===== src/rtl/gps_pkg.sv =====
// Code-period constants shared by the C/A upsampler and the correlator.
package gps_pkg;

   localparam int CODE_SHIFT_WIDTH = 15;

   typedef logic [CODE_SHIFT_WIDTH-1:0] code_shift_t;

   localparam code_shift_t CODE_PERIOD_LAST = 15'd16799;
   localparam code_shift_t CODE_PERIOD_LEN  = 15'd16800;

   function automatic logic is_period_last(input code_shift_t shift);
      return shift == CODE_PERIOD_LAST;
   endfunction

endpackage


===== src/rtl/sat_accumulator.sv =====
// Signed saturating accumulator. Once it clamps, it holds the rail until cleared.
// sum is the running total including this cycle's value when add_en is high.
module sat_accumulator #(
   parameter int IN_WIDTH  = 4,
   parameter int ACC_WIDTH = 16
) (
   input  logic                        clk,
   input  logic                        reset,
   input  logic                        add_en,
   input  logic                        clear,
   input  logic signed [IN_WIDTH-1:0]  value,
   output logic signed [ACC_WIDTH-1:0] sum
);

   localparam int WIDE = ACC_WIDTH + 1;

   logic signed [ACC_WIDTH-1:0] total;
   logic                        pinned;
   logic signed [WIDE-1:0]      wide_sum;
   logic                        overflow;

   function automatic logic signed [ACC_WIDTH-1:0] saturate(input logic signed [WIDE-1:0] x);
      if (x[WIDE-1] != x[WIDE-2])
         return x[WIDE-1] ? {1'b1, {(ACC_WIDTH-1){1'b0}}} : {1'b0, {(ACC_WIDTH-1){1'b1}}};
      return x[ACC_WIDTH-1:0];
   endfunction

   assign wide_sum = {total[ACC_WIDTH-1], total}
                   + {{(WIDE-IN_WIDTH){value[IN_WIDTH-1]}}, value};
   assign overflow = wide_sum[WIDE-1] ^ wide_sum[WIDE-2];
   assign sum      = (add_en && !pinned) ? saturate(wide_sum) : total;

   always_ff @(posedge clk or negedge reset) begin
      if (!reset) begin
         total  <= '0;
         pinned <= 1'b0;
      end else if (clear) begin
         total  <= '0;
         pinned <= 1'b0;
      end else if (add_en) begin
         total  <= sum;
         pinned <= pinned | overflow;
      end
   end

endmodule


===== src/rtl/ca_correlator.sv =====
// Integrate-and-dump correlator: wipes the C/A chip off I/Q samples, sums one
// code period, and hands saturated sums plus a sample count over valid/ready.
module ca_correlator
   import gps_pkg::*;
#(
   parameter int SAMPLE_WIDTH = 3,
   parameter int ACC_WIDTH    = 16
) (
   input  logic                           clk,
   input  logic                           reset,
   input  logic                           enable,
   input  logic                           seeking,
   input  logic signed [SAMPLE_WIDTH-1:0] sample_i,
   input  logic signed [SAMPLE_WIDTH-1:0] sample_q,
   input  logic                           code,
   input  logic [CODE_SHIFT_WIDTH-1:0]    code_shift,
   output logic signed [ACC_WIDTH-1:0]    acc_i,
   output logic signed [ACC_WIDTH-1:0]    acc_q,
   output logic [CODE_SHIFT_WIDTH-1:0]    acc_count,
   output logic                           acc_valid,
   input  logic                           acc_ready,
   output logic                           overrun,
   input  logic                           clear_overrun
);

   localparam int PROD_WIDTH = SAMPLE_WIDTH + 1;

   // One extra bit so negating the most negative sample cannot wrap.
   function automatic logic signed [PROD_WIDTH-1:0] chip_product(
      input logic signed [SAMPLE_WIDTH-1:0] sample,
      input logic                           chip
   );
      logic signed [PROD_WIDTH-1:0] wide;
      wide = {sample[SAMPLE_WIDTH-1], sample};
      return chip ? -wide : wide;
   endfunction

   function automatic code_shift_t count_inc(input code_shift_t cnt);
      return (cnt >= CODE_PERIOD_LEN) ? cnt : cnt + 1'b1;
   endfunction

   logic signed [PROD_WIDTH-1:0] prod_i;
   logic signed [PROD_WIDTH-1:0] prod_q;
   logic signed [ACC_WIDTH-1:0]  next_i;
   logic signed [ACC_WIDTH-1:0]  next_q;
   code_shift_t                  run_cnt;
   code_shift_t                  cnt_next;
   logic                         accumulate;
   logic                         dump;
   logic                         consume;
   logic                         run_clear;

   assign prod_i     = chip_product(sample_i, code);
   assign prod_q     = chip_product(sample_q, code);
   assign accumulate = enable && !seeking;
   assign dump       = accumulate && is_period_last(code_shift);
   assign consume    = acc_valid && acc_ready;
   assign run_clear  = seeking || dump;
   assign cnt_next   = count_inc(run_cnt);

   sat_accumulator #(
      .IN_WIDTH  (PROD_WIDTH),
      .ACC_WIDTH (ACC_WIDTH)
   ) u_acc_i (
      .clk    (clk),
      .reset  (reset),
      .add_en (accumulate),
      .clear  (run_clear),
      .value  (prod_i),
      .sum    (next_i)
   );

   sat_accumulator #(
      .IN_WIDTH  (PROD_WIDTH),
      .ACC_WIDTH (ACC_WIDTH)
   ) u_acc_q (
      .clk    (clk),
      .reset  (reset),
      .add_en (accumulate),
      .clear  (run_clear),
      .value  (prod_q),
      .sum    (next_q)
   );

   // Seeking holds the partial epoch at zero; the dump cycle restarts from zero.
   always_ff @(posedge clk or negedge reset) begin
      if (!reset)
         run_cnt <= '0;
      else if (run_clear)
         run_cnt <= '0;
      else if (accumulate)
         run_cnt <= cnt_next;
   end

   // Dump stage: a new epoch result always wins over a pending one.
   always_ff @(posedge clk or negedge reset) begin
      if (!reset) begin
         acc_i     <= '0;
         acc_q     <= '0;
         acc_count <= '0;
         acc_valid <= 1'b0;
         overrun   <= 1'b0;
      end else begin
         if (dump) begin
            acc_i     <= next_i;
            acc_q     <= next_q;
            acc_count <= cnt_next;
            acc_valid <= 1'b1;
         end else if (consume) begin
            acc_valid <= 1'b0;
         end
         if (dump && acc_valid && !acc_ready)
            overrun <= 1'b1;
         else if (clear_overrun)
            overrun <= 1'b0;
      end
   end

endmodule


===== config.mk =====
export PLATFORM = sky130hd
export DESIGN_NAME = ca_correlator
export DESIGN_NICKNAME = d
export VERILOG_FILES = /design/src/rtl/gps_pkg.sv /design/src/rtl/sat_accumulator.sv /design/src/rtl/ca_correlator.sv
export SDC_FILE = /design/constraint.sdc
export NUM_CORES = 1
export LEC_CHECK = 0
export CAP_MARGIN = 20
export CORE_MARGIN = 3
export CORE_UTILIZATION = 60
export CTS_CLUSTER_SIZE = 28
export DETAILED_ROUTE_END_ITERATION = 8
export PLACE_DENSITY = 0.85
export SLEW_MARGIN = 30
export SYNTH_ARGS = -nofsm -noshare
export SYNTH_HDL_FRONTEND = slang
export SYNTH_SLANG_ARGS = --single-unit

===== constraint.sdc =====
create_clock -name clk -period 4.9 [get_ports clk]
set_input_delay 1.225 -clock clk [delete_from_list [all_inputs] [get_ports clk]]
set_output_delay 1.225 -clock clk [all_outputs]
set_load 0.005 [all_outputs]

==> metrics.txt <==
status finished clean; core occupancy in the finished layout 74.8%; multi-input combinational cell area 3680 um^2; Diodes inserted 0; worst flop-to-flop path startpoint u_acc_i.total[0]; maximum number of pins on one net before global-route repair 71; vias in the first global route 5732; proportion of netlist area held by the largest area contributor 38.7%; Final setup violation count 0; I/O pin total 77; largest fanout on the critical path 9; Worst setup SP type primary input; CP required 5.19 ns; via count 6097; standard cell core area 10000 um^2; initial antenna violation count 0; number of maximum-capacitance constraint violations 0; WP data arrival 4.92 ns; Detailed Route WL 18000 um; worst-case headroom to the max-slew limit 43.2%; worst reg-to-reg path cell count 10; CTS sink count 98; critical path, cell by cell clkdlybuf4s50_1 -> o211ai_1 -> o21ai_1 -> buf_4 -> ha_1 -> a21oi_1 -> o21ai_0 -> nor3_1 -> o21a_1 -> or3_1 -> o21ai_0 -> a21oi_1 -> o21ai_0; area taken by flip-flops and latches 2450 um^2; cell taking the most area after synthesis dfrtp_1; endpoint of the lowest-slack register-to-register path acc_i[8]; wire length of the first global-routing pass 29300 um; classification of the worst-slack hold path register to register; CTS hold repair buffers 0; final critical-path required period 4.63 ns; number of buffers added on ports 76; Crit. Startpoint code; clock tree from TritonCTS done; overall routing resource usage 31.5%; PD cells 249 nW/um^2; Tcrit/Tclk final 94.5%; most frequent cell after synthesis o21ai_0; die outline height 109 um; Synth top cells by count 101 x o21ai_0, 98 x dfrtp_1, 95 x nand2_1; Worst-Margin Slew 0.852 ns; longest individual stage delay on the worst path 0.63 ns; Layout Skew 0.0178 ns; htree depth 3; detailed router's first-iteration violation count 545; Seq pwr share 45.2%; count of instances resized after the clock tree is built 0; highest clock frequency the design can meet 216 MHz; RSZ-0062 raised after global routing no; cell count after synthesis 744; initial core utilization 63.2%; synth top area cells dfrtp_1 39%, o21ai_0 8.0%, ha_1 7.3%, a21oi_1 5.8%, nand2_1 5.6%; Avg Synthesized Cell Area 8.53 um^2; FF+latch count, synth 98; xor/xnor share of the synthesized area 5.11%; final net count 888; layout overhead on the synthesized area 18.4%; count of buffers added by post-CTS timing repair for setup 0; Ys Warns 0; combinational family with the most area after synthesis compound AO/OA/AOI/OAI gates; final design area excluding fillers 7510 um^2; Root Buffer clkbuf_8; placed standard-cell area 7290 um^2; maximum resistive drop on vdd 0.171 mV; final routed DRC violation total 0; library cell appearing most often on the critical path o21ai_0; number of distinct standard cells referenced by the synthesized netlist 66; post-detailed-route wirelength per cell 18.8 um; HPWL reported at the end of detailed placement 13100 um; number of routed nets with antenna violations 0; post-layout instance count excluding filler cells 958; fraction of layout instances using a drive strength above 1 6.67%; vias per inst 6.36; number of hold violations in the final report 0; Setup TNS Final 0 ns; most used flip-flop cell after synthesis dfrtp_1; critical path class primary input to register; clock network latency to the later pin of the worst-skew pair 0.39 ns; synthesized area 6340 um^2; Core Rows 36; combinational group share of total power 23.3%; adder-cell share of the synthesized area 8.56%; proportion of synthesized area in mux cells 0.513%; fraction of the mapped netlist area in compound gates 24.4%; leak pwr 3.46 nW; async set-reset flop share out of synthesis 100%; clock transition time at the flip-flop clock pins of the worst setup and hold paths 0.09 ns; Die X-Extent 109 um; Synth Area in Simple Gates 19.4%; Clock Power Share 31.5%; CTS Buf Count 9; Min Hold Slack 0.487 ns; die footprint 11800 um^2; Routability Congestion 0.951; part of the Yosys area used for sequential elements 38.7%; Net Sw Frac 31.7%; number of detailed-routing iterations run before antenna repair 6; Worst Setup EP acc_q[0]; count of flip-flops with a built-in enable after synthesis 0; sort of element at the end of the critical path register; Sw Pwr 0.000593 W; final count of pins violating max slew 0; post-synthesis net count 811; clock tree buffer depth 2; register-to-register setup slack 1.62 ns; critical-path cell with the highest stage delay clkdlybuf4s50_1; number of fillers in the final layout 761; total grt overflow 0; internal portion of total power 0.00128 W; instance count after placement with tap cells included 943
==> critical path: cells and delay by family <==
family          cells  cell delay [ns]
compound gates      8             1.95
buf+inv             2             0.87
simple gates        2             0.63
fa+ha+maj           1             0.25
==> area by class of cell <==
| type | count | area share (%) |
|---|---|---|
| sequential | 98 | 32.7 |
| clock buffer | 9 | 1.65 |
| inverter | 17 | 0.850 |
| timing repair buffer | 99 | 12.4 |
| tap | 133 | 2.22 |
| clock inverter | 6 | 1.20 |
| multi-input combinational | 596 | 49.0 |
==> metal layers <==
layer  vias to the layer above  global-route usage [%]  wire length, um
met2                       321                    48.9             8040
met3                        40                    4.74             1600
met1                      2901                    46.7             8090
met5                         -                       0                0
li1                       2835                       -                -
met4                         0                    7.84              289
==> how the worst min path moves through the flow <==
stage                      start           endpoint  slack, ns  cells past startpoint
3_3_place_gp           acc_i[11]          acc_i[11]       0.46                      2
2_1_floorplan  u_acc_i.total[10]  u_acc_i.total[10]       0.47                      2
6_report            acc_count[2]       acc_count[2]       0.49                      2
5_1_grt             acc_count[9]       acc_count[9]       0.52                      2
3_5_place_dp       acc_count[10]      acc_count[10]       0.47                      2
4_1_cts             acc_count[2]       acc_count[2]       0.49                      2
==> cell usage in the layout, fill, tap and decap left out, types with 5 or more instances in the layout <==
| cell | count |
|---|---|
| o21ai_0 | 100 |
| dfrtp_1 | 98 |
| nand2_1 | 95 |
| clkdlybuf4s50_1 | 75 |
| a21oi_1 | 74 |
| nor2_1 | 66 |
| ha_1 | 37 |
| and3_1 | 27 |
| buf_4 | 24 |
| xnor2_1 | 21 |
| inv_1 | 17 |
| xor2_1 | 16 |
| a21o_1 | 15 |
| nor3_1 | 13 |
| o31ai_1 | 9 |
| clkbuf_8 | 9 |
| nor2b_1 | 7 |
| nand3_1 | 7 |
| nand4_1 | 7 |
| a31oi_1 | 7 |
| a221o_1 | 7 |
| or3_1 | 6 |
| a211oi_1 | 6 |
| nand2b_1 | 5 |
| o21ai_1 | 5 |
| a211o_1 | 5 |
==> power by group through the flow <==
stage | sequential (W) | combinational [W] | clock [W]
after CTS | 0.000844 | 0.000426 | 0.000591
after detailed placement | 0.000860 | 0.000422 | 0
after global placement | 0.000860 | 0.000407 | 0
after floorplan | 0.000853 | 0.000288 | 0
after global routing | 0.000848 | 0.000476 | 0.000621
final | 0.000846 | 0.000437 | 0.000590
==> sequential cells by signal (all words and copies together), names as in the netlist, 15 cells and up <==
register	cells
acc_count	15
acc_i	16
acc_q	16
run_cnt	15
u_acc_i.total	16
u_acc_q.total	16
==> stage by stage <==
stage / worst slack (ns) / total power (W)
floorplan: 0.444 / 0.00114
global placement: 0.0919 / 0.00127
detailed placement: -0.0551 / 0.00128
CTS: 0.246 / 0.00186
global route: 0.0465 / 0.00195
finish: 0.271 / 0.00187
==> cell families after synthesis <==
| family | after synthesis |
|---|---|
| multiplexers | 3 |
| AND/OR/NAND/NOR | 255 |
| adder cells (fa/ha/maj) | 43 |
| AO/OA/AOI/OAI | 258 |
| flip-flops | 98 |
| XOR/XNOR | 37 |
| buffers and inverters | 50 |
Power figures use the tool's default switching activity.
